### src/rtl/shkrimi_prapa_24b.sv
// Writeback unit: turns one accepted execute result into register-file writes;
// a 48-bit product is split into a low-word write followed by a high-word write.
module shkrimi_prapa_24b #(
    parameter int ADRESA_W = 4
) (
    input  logic                clk_i,
    input  logic                rst_i,
    input  logic                valid_i,
    output logic                gati_o,
    input  logic [2:0]          s_i,
    input  logic [23:0]         hyrja_alu_i,
    input  logic [47:0]         hyrja_mul_i,
    input  logic [23:0]         hyrja_mem_i,
    input  logic [ADRESA_W-1:0] rd_i,
    output logic                reg_write_o,
    output logic [ADRESA_W-1:0] adresa_shkrimit_o,
    output logic [23:0]         te_dhenat_o,
    output logic                busy_o
);

    typedef enum logic [1:0] {
        IDLE      = 2'd0,
        SHKRIM    = 2'd1,
        SHKRIM_HI = 2'd2
    } gjendje_t;

    localparam logic [2:0] OP_MUL  = 3'b100;
    localparam logic [2:0] OP_MEM  = 3'b110;
    localparam logic [2:0] OP_NONE = 3'b111;
    localparam logic [ADRESA_W-1:0] NJE = {{(ADRESA_W-1){1'b0}}, 1'b1};

    gjendje_t              state_q, state_d;
    logic                  is_mul_q, is_mul_d;
    logic [23:0]           hi_q, hi_d;
    logic [ADRESA_W-1:0]   adr_hi_q, adr_hi_d;
    logic                  reg_write_q, reg_write_d;
    logic [ADRESA_W-1:0]   adr_q, adr_d;
    logic [23:0]           data_q, data_d;
    logic                  busy_q, busy_d;
    logic                  transfer;

    // Stall only while the low word of a product is out; the high word is then
    // already captured, so a new result can be taken during SHKRIM_HI.
    assign gati_o   = !rst_i && !(state_q == SHKRIM && is_mul_q);
    assign transfer = valid_i && gati_o;

    always_comb begin
        state_d     = IDLE;
        is_mul_d    = 1'b0;
        hi_d        = hi_q;
        adr_hi_d    = adr_hi_q;
        reg_write_d = 1'b0;
        adr_d       = adr_q;
        data_d      = data_q;
        busy_d      = 1'b0;

        if (transfer) begin
            case (s_i)
                OP_NONE: begin
                    state_d = IDLE;
                end
                OP_MUL: begin
                    state_d     = SHKRIM;
                    is_mul_d    = 1'b1;
                    hi_d        = hyrja_mul_i[47:24];
                    adr_hi_d    = rd_i + NJE;
                    reg_write_d = 1'b1;
                    adr_d       = rd_i;
                    data_d      = hyrja_mul_i[23:0];
                    busy_d      = 1'b1;
                end
                OP_MEM: begin
                    state_d     = SHKRIM;
                    reg_write_d = 1'b1;
                    adr_d       = rd_i;
                    data_d      = hyrja_mem_i;
                end
                default: begin
                    state_d     = SHKRIM;
                    reg_write_d = 1'b1;
                    adr_d       = rd_i;
                    data_d      = hyrja_alu_i;
                end
            endcase
        end else if (state_q == SHKRIM && is_mul_q) begin
            state_d     = SHKRIM_HI;
            reg_write_d = 1'b1;
            adr_d       = adr_hi_q;
            data_d      = hi_q;
        end
    end

    always_ff @(posedge clk_i) begin
        if (rst_i) begin
            state_q     <= IDLE;
            is_mul_q    <= 1'b0;
            hi_q        <= '0;
            adr_hi_q    <= '0;
            reg_write_q <= 1'b0;
            adr_q       <= '0;
            data_q      <= '0;
            busy_q      <= 1'b0;
        end else begin
            state_q     <= state_d;
            is_mul_q    <= is_mul_d;
            hi_q        <= hi_d;
            adr_hi_q    <= adr_hi_d;
            reg_write_q <= reg_write_d;
            adr_q       <= adr_d;
            data_q      <= data_d;
            busy_q      <= busy_d;
        end
    end

    assign reg_write_o       = reg_write_q;
    assign adresa_shkrimit_o = adr_q;
    assign te_dhenat_o       = data_q;
    assign busy_o            = busy_q;

endmodule
### config.mk
export PLATFORM = sky130hd
export DESIGN_NAME = shkrimi_prapa_24b
export DESIGN_NICKNAME = d
export VERILOG_FILES = /design/src/rtl/shkrimi_prapa_24b.sv
export SDC_FILE = /design/constraint.sdc
export NUM_CORES = 1
export LEC_CHECK = 0
export BUFFER_PORTS_ARGS = -buffer_cell sky130_fd_sc_hd__buf_2
export CAP_MARGIN = 20
export CORE_ASPECT_RATIO = 0.6
export CORE_UTILIZATION = 45
export DETAILED_ROUTE_END_ITERATION = 8
export HOLD_SLACK_MARGIN = 0.1
export PLACE_DENSITY_LB_ADDON = 0.05
export SLEW_MARGIN = 40
export SYNTH_ARGS = -nofsm -noshare
export SYNTH_HDL_FRONTEND = slang
export SYNTH_SLANG_ARGS = --single-unit
### constraint.sdc
create_clock -name clk_i -period 1.4 [get_ports clk_i]
set_input_delay 0.14 -clock clk_i [delete_from_list [all_inputs] [get_ports clk_i]]
set_output_delay 0.14 -clock clk_i [all_outputs]
set_load 0.005 [all_outputs]
==> metrics.cfg, run 1 <==
[final_layout]
nets=620
area_growth_pct=45.7
diodes=0
fin_util_pct=68.3
drive_gt1_share_pct=34.9

[logic_synthesis]
synthTopCellsByCount=nand2_1, dfxtp_1, a21oi_1
synth_edf_count=0
yosysSeqAreaShare_pct=41.7
yosysMostFrequentCell=nand2_1
synth_area_leaders=dfxtp_1, nand2_1, a21oi_1
synth_area_leader_cell=dfxtp_1
yosysWarnings=0
yosysTopAreaCellShare_pct=41.7
syn_inst=352
synth_flop_cell=dfxtp_1
ys_types=24
netlist_area_mm2=0.00288
ys_ff_latch=60
syn_area_per_cell_um2=8.18
synthArstFlopShare_pct=0
syn_nets=459

[clock_tree]
clock_sinks=60
htree_levels=3
worst_setup_hold_path_clk_slew_ps=70
clock_latency_ps=330
cts_tree=built
ctsLongestPathBuffers=2
numCtsBuffers=9
ctsRootBufferMaster=clkbuf_8

[routing]
wl_per_cell_um=14.0
drtIter0Drc=169
wirelength_mm=8.41
first_pass_iters=4
drc_errors=0
ant_nets=0
vias_per_cell=5.14
routed-via-count=3093

[placement]
place.gp.congestion=0.772
dp_hpwl_mm=5.87
io_buffers=136

[floorplanning]
fp.dieW_um=105
core_area_mm2=0.00614
rows=22
io_pins=137
dieHeight_um=64.0
start_util_pct=46.9
die_area_mm2=0.00674

[power_and_ir_drop]
peakVddDrop_mv=0.560
p_leak_uw=0.00193
power_density_mw_per_mm2=997

[sta]
tightest_slew_ps=254
fin_crit_ps=1320
max_freq_mhz=755
tns_ps=0
setup_viol=0
final_hold_viol_count=0
rsz0062_at_grt=false
relSlewSlack_pct=82.6
fin_skew_ps=8.93
maxSlewViolCount=0
fin_crit_sh_pct=94.6

[critical_path]
end_kind=output port
path_max_fanout=3
r2r_cells=6
worst_setup_path_start_kind=flip-flop
crit_type=reg2out
required_ps=1260
cp.arrival_ps=1180

[global_routing]
gr-usage-all-layers_pct=26.6
grt_pass1_wl_mm=14.0
grt_max_degree=43
grt_pass1_vias=3021
antenna_found_initial=0
grt-ovfl-total=0

[run]
cap_violations=0

[min_path]
min_delay_path_depth=3
min_path_type=in2reg

[run_status]
run_status=finished, final reports clean

-- report_power, final --
group | switching (uW) | internal, uW
clock | 697 | 995
combinational | 305 | 362
sequential | 40.2 | 1780
-- cell type report --
| type | count | area [um^2] |
|---|---|---|
| Fill cell | 514 | 1940 |
| Multi-Input combinational cell | 259 | 1490 |
| Sequential cell | 60 | 1210 |
| Timing Repair Buffer | 183 | 1180 |
| Clock buffer | 9 | 124 |
| Tap cell | 84 | 105 |
| Clock inverter | 7 | 91.3 |
-- flip-flops by register name, indices dropped and copies added (netlist names) --
name	flops
busy_o	1
state_q	2
hi_q	24
adresa_shkrimit_o	4
reg_write_o	1
adr_hi_q	4
te_dhenat_o	24
-- routing by layer --
| metal | part of all wire, % | routed length (um) | GRT usage [%] | vias to the layer above |
|---|---|---|---|---|
| li1 | - | - | - | 1554 |
| met1 | 46 | 3910 | 33.0 | 1419 |
| met2 | 45 | 3820 | 45.4 | 112 |
| met3 | 7.4 | 625 | 8.37 | 8 |
| met4 | 0.75 | 63 | 5.46 | 0 |
| met5 | 0 | 0 | 0 | - |
-- stage by stage --
step / cells / instance area [um^2] / setup WS [ps] / hold WS [ps] / power [uW]
4_1_cts: 602 / 4190 / 45.7 / 103 / 4210
5_1_grt: 602 / 4200 / 2.95 / 111 / 4370
2_1_floorplan: 352 / 2880 / 166 / 236 / 2170
6_report: 602 / 4200 / 76.1 / 122 / 4180
3_5_place_dp: 558 / 3690 / 124 / 387 / 2470
3_3_place_gp: 558 / 3690 / 164 / 382 / 2460
-- layout by cell type (no fill, tap or decap), types with 2 or more instances in the layout --
cell type and count:
nor2_1 32, a211oi_2 3, nand2_1 84, buf_2 136, buf_12 6, buf_4 12, nand3_1 2, clkinv_2 3
mux2i_1 24, bufinv_16 2, nor2_2 2, dlygate4sd3_1 27, a311oi_1 4, clkbuf_8 9, a211oi_1 24, buf_6 2
o211ai_1 24, and4b_1 2, a21oi_1 50, dfxtp_1 58
-- repair_timing --
item / 4_1_cts / 5_1_grt
hold buffers: 27 / 0
endpoints found under the setup margin: 1 / 3
hold endpoints to repair: 27 / 0
buffers inserted: 1 / 0
gates resized for setup: 2 / 4
-- final timing paths --
kind	from	slack [ps]	end
worst max-delay path	busy_o	80	gati_o
worst min-delay path	rd_i[2]	120	adresa_shkrimit_o[2]
worst max register to register	busy_o	110	te_dhenat_o[19]
worst min register to register	hi_q[22]	460	hi_q[22]
-- kinds of logic (layout without fill, tap and decap cells) --
family | count (synthesis) | after routing | share of synthesized area, %
and+or+nand+nor | 127 | 127 | 18.4
AOI/OAI and AO/OA | 105 | 105 | 23.7
DFF | 60 | 60 | 41.7
buffers and inverters | 33 | 199 | 6.82
muxes | 24 | 24 | 8.34
xor gates and xnor gates | 2 | 2 | 0.608
adders and majority gates | 1 | 1 | 0.434
-- worst max-delay path, cell delays in order, from the launching register on --
cell	delay [ps]
dfxtp_4	370
nand2_1	60
nor2_2	120
buf_6	120
nor2_2	30
buf_2	140
Note: power is estimated with default switching activity, not from simulation.
==> inputs of run 2 (changes only) <==
- BUFFER_PORTS_ARGS: -buffer_cell sky130_fd_sc_hd__buf_2 -> unset
- CORE_UTILIZATION: 45 -> 50
- DONT_BUFFER_PORTS: unset -> 1
==> metrics.cfg, run 2 (synthesis gave the netlist of run 1 again) <==
[run_status]
violations=negative hold slack
run_status=complete, but fails checks

[clock_tree]
numCtsBuffers=9  ; unchanged
cts_tree=built
worst_setup_hold_path_clk_slew_ps=60  ; about the same
ctsLongestPathBuffers=2  ; unchanged
htree_levels=3  ; unchanged
ctsRootBufferMaster=clkbuf_8
clock_sinks=60  ; unchanged
clock_latency_ps=330  ; about the same
ctsHoldBuffers=2  ; -93%

[sta]
maxSlewViolCount=0  ; unchanged
max_freq_mhz=751  ; -0.57%
setup_viol=0  ; unchanged
rsz0062_at_grt=false
tightest_slew_ps=310  ; +55.3 ps
final_hold_viol_count=59  ; +59
tns_ps=0  ; unchanged
fin_hold_ws_ps=-112  ; -234 ps
fin_skew_ps=5.09  ; -3.84 ps
fin_crit_ps=1330  ; +7.53 ps
relSlewSlack_pct=79.4  ; -3.2 points
fin_crit_sh_pct=95.1  ; +0.54 points

[global_routing]
grt_max_degree=61  ; +42%
grt-ovfl-total=0  ; unchanged
grt_pass1_vias=2325  ; -23%
antenna_found_initial=0  ; unchanged
grt_pass1_wl_mm=11.2  ; -20%
gr-usage-all-layers_pct=24.6  ; -1.9 points

[routing]
drtIter0Drc=107  ; -37%
ant_nets=0  ; unchanged
vias_per_cell=5.71  ; +11%
first_pass_iters=4  ; unchanged
drc_errors=0  ; unchanged
wirelength_mm=7.33  ; -13%
wl_per_cell_um=16.9  ; +21%
routed-via-count=2479  ; -20%

[placement]
place.gp.congestion=0.738  ; -4.4%
io_buffers=0  ; -100%
dp_hpwl_mm=5.05  ; -14%

[power_and_ir_drop]
p_leak_uw=0.00123  ; -36%
power_density_mw_per_mm2=1100  ; +10%
intPower_uw=2670  ; -15%
swShare_pct=23.9  ; -1.0 points
p_clk_share_pct=38.2  ; -2.2 points
seqPwrFrac_pct=52.5  ; +8.9 points
total_power_uw=3510  ; -16%
peakVddDrop_mv=0.632  ; +13%
power_frac_comb_pct=9.3  ; -6.7 points
p_switching_uw=840  ; -19%

[critical_path]
required_ps=1260  ; about the same
r2r_cells=6  ; unchanged
worst_r2r_endpoint=adr_hi_q[3]
cpMaxStageDelayCell=dfxtp_2
path_max_fanout=2  ; -1
end_kind=output port
crit_type=reg2out
path_buf_inv=3  ; +1
reg2reg_from=busy_o
cp.arrival_ps=1190  ; about the same
critical_path.max_stage_delay_ps=340  ; -30 ps
cp_cell_sequence=buf_6 -> nand2_2 -> nor2_4 -> buf_6 -> nor2_4 -> buf_4
rrSetupSlack_ps=80  ; -30 ps
worst_setup_path_start_kind=flip-flop
cp_top_family=flip-flops

[final_layout]
diodes=0  ; unchanged
drive_gt1_share_pct=12.6  ; -22 points
nets=460  ; -26%
fin_util_pct=60.3  ; -8.1 points
area_growth_pct=11.0
final_common_cell=nand2_1
final_cell_mix=nand2_1, dfxtp_1, a21oi_1

[run]
cap_violations=0  ; unchanged

[floorplanning]
dieHeight_um=60.8  ; -5.0%
rows=20  ; -9.1%
die_area_mm2=0.00608  ; -9.8%
fp.dieW_um=100  ; -5.0%
core_area_mm2=0.00531  ; -14%
io_pins=137  ; unchanged
start_util_pct=54.3  ; +7.4 points

[min_path]
hold_path_end=te_dhenat_o[21]
min_path_type=in2reg
hp-start=rst_i
min_delay_path_depth=1  ; -2

==> run 2: area by class of cell <==
class | count | area (um^2)
sequential | 60 | 1200
multi-input combinational | 259 | 1510
clock buffer | 13 | 159
fill | 510 | 2110
tap | 77 | 96.3
clock inverter | 2 | 10.0
timing repair buffer | 23 | 221
==> run 2: metrics by stage <==
step	cell area, um^2	instances	hold slack (ps)	setup WS, ps
6_report	3200	434	-112	68.6
5_1_grt	3200	434	-148	7.25
4_1_cts	3160	434	-141	22.4
3_5_place_dp	2940	414	214	101
3_3_place_gp	2940	414	209	138
2_1_floorplan	2880	352	236	166
==> run 2: metal layers <==
metal	track usage, %	vias to the layer above	wire (um)
li1	-	1232	-
met1	30.2	1148	3270
met2	39.9	93	3330
met3	10.8	6	669
met4	7.66	0	51
met5	0	-	0
==> run 2: timing repair <==
item	in CTS	in global routing
cloned	0	0
pin swaps	1	2
resized for setup	3	9
setup endpoints to repair	1	23
setup buffers	3	0
endpoints found under the hold margin	60	60
==> run 2: worst max-delay path by stage <==
stage,startpoint,end,slack (ps),cells past startpoint
final,busy_o,gati_o,70,6
after global routing,busy_o,gati_o,7,6
after CTS,busy_o,gati_o,20,6
after detailed placement,busy_o,te_dhenat_o[3],100,6
after global placement,busy_o,te_dhenat_o[4],140,6
after floorplan,busy_o,adr_hi_q[2],170,6
==> run 2: power groups by stage <==
stage,Combinational [uW],Sequential (uW),Clock [uW]
floorplan,303,1870,0
global placement,309,1880,0
detailed placement,316,1880,0
CTS,325,1840,1370
global route,367,1850,1460
finish,328,1840,1340
==> inputs of run 3 (changes only) <==
- GPL_TIMING_DRIVEN: unset -> 0
==> metrics.cfg, run 3 (synthesis gave the netlist of run 1 again) <==
[routing]
first_pass_iters=4  ; unchanged
wirelength_mm=8.63  ; +18%
wl_met3_um=797  ; +19%
met2WireLength_mm=3.98  ; +19%
vias_per_cell=5.65  ; -1.1%
wl_met1_mm=3.77  ; +15%
routed.top_layer=met4
drtIter0Drc=102  ; -4.7%
routed-via-count=2791  ; +13%
drc_errors=0  ; unchanged
wl_per_cell_um=17.5  ; +3.5%
ant_nets=0  ; unchanged

[global_routing]
grt_pass1_vias=2710  ; +17%
grt_max_degree=11  ; -82%
gr-usage-all-layers_pct=29.0  ; +4.4 points
grt_pass1_wl_mm=13.1  ; +18%
grt-ovfl-total=0  ; unchanged
antenna_found_initial=0  ; unchanged

[power_and_ir_drop]
p_leak_uw=0.00145  ; +18%
power_density_mw_per_mm2=1050  ; -4.1%
total_power_uw=3900  ; +11%
peakVddDrop_mv=0.659  ; +4.3%

[floorplanning]
io_pins=137  ; unchanged
rows=20  ; unchanged
die_area_mm2=0.00608  ; unchanged
dieHeight_um=60.8  ; unchanged
start_util_pct=54.3  ; unchanged
fp.dieW_um=100  ; unchanged
core_area_mm2=0.00531  ; unchanged

[placement]
io_buffers=0  ; unchanged
place.gp.congestion=0.754  ; +2.1%
dp_hpwl_mm=5.94  ; +18%

[clock_tree]
clock_latency_ps=340  ; about the same
clock_sinks=60  ; unchanged
cts_tree=built
htree_levels=3  ; unchanged
numCtsBuffers=9  ; unchanged
ctsRootBufferMaster=clkbuf_8
worst_setup_hold_path_clk_slew_ps=60  ; about the same
ctsLongestPathBuffers=2  ; unchanged

[critical_path]
crit_type=reg2reg
cp.arrival_ps=1590  ; +400 ps
required_ps=1650  ; +390 ps
end_kind=flip-flop
path_max_fanout=10  ; +8
worst_setup_path_start_kind=flip-flop

[final_layout]
final_cell_mix=nand2_1, dfxtp_1, a21oi_1
diodes=0  ; unchanged
drive_gt1_share_pct=11.5  ; -1.1 points
final_common_cell=nand2_1
fill_cells=455  ; -11%
regArea_mm2=0.00120  ; +0.10%
area_growth_pct=28.3
multi_input_area_mm2=0.00149  ; -1.3%
nets=521  ; +13%

[sta]
fin_skew_ps=6.41  ; +1.33 ps
relSlewSlack_pct=59.8  ; -20 points
tns_ps=0  ; unchanged
fin_crit_sh_pct=95.9  ; +0.84 points
tightest_slew_ps=603  ; +293 ps
max_freq_mhz=745  ; -0.87%
fin_crit_ps=1340  ; +11.7 ps
rsz0062_at_grt=true
fin_hold_ws_ps=104  ; +216 ps
final_hold_viol_count=0  ; -100%
setup_viol=0  ; unchanged
maxSlewViolCount=0  ; unchanged

[min_path]
min_path_type=in2reg

[run_status]
run_status=finished, final reports clean

[run]
cap_violations=0  ; unchanged

run 3: cell type report:
class	count	area share (%)
Buffer	33	5.82
Clock buffer	12	4.20
Clock inverter	2	0.948
Multi-Input combinational cell	259	40.3
Sequential cell	60	32.6
Tap cell	77	2.61
Timing Repair Buffer	51	13.6
run 3: path summary, 6_finish.rpt:
path / startpoint / to / slack (ps) / cells past startpoint
setup / recovery: state_q[1] / adr_hi_q[0] / 60 / 5
hold / removal: rd_i[3] / adr_hi_q[3] / 100 / 2
setup reg to reg: state_q[1] / adr_hi_q[0] / 60 / 5
hold reg to reg: hi_q[4] / hi_q[4] / 460 / 2
run 3: layer usage:
metal  GRT usage (%)  vias up
li1                -     1359
met1            35.8     1304
met2            49.2      117
met3            8.64       11
met4            11.2        0
met5               0        -
run 3: critical path: stages (launching register included):
cell and delay [ps]:
dfxtp_2 330, nand3b_4 190, and4b_1 200, buf_4 150, buf_6 140, a211oi_1 240
run 3: power by group:
group          internal (uW)  leakage [uW]  switching [uW]
sequential              1790      0.000491            58.7
combinational            254      0.000861             251
clock                    897     0.0000983             650
run 3: timing repair:
item,CTS,global route
hold buffers,48,0
hold endpoints to repair,51,0
buffers inserted,3,0
pin swaps,1,0
gates cloned,0,0
resized for setup,3,12
setup endpoints to repair,44,37
run 3: metrics by stage:
stage | util, % | setup slack (ps) | instance area, um^2 | instances
final | 69.7 | 56.9 | 3700 | 494
after floorplan | - | 166 | 2880 | 352
after global placement | 56.1 | -104 | 2980 | 429
after CTS | 69.3 | 25.7 | 3680 | 494
after detailed placement | 56.1 | -110 | 2980 | 429
after global routing | 69.7 | -1.56 | 3700 | 494
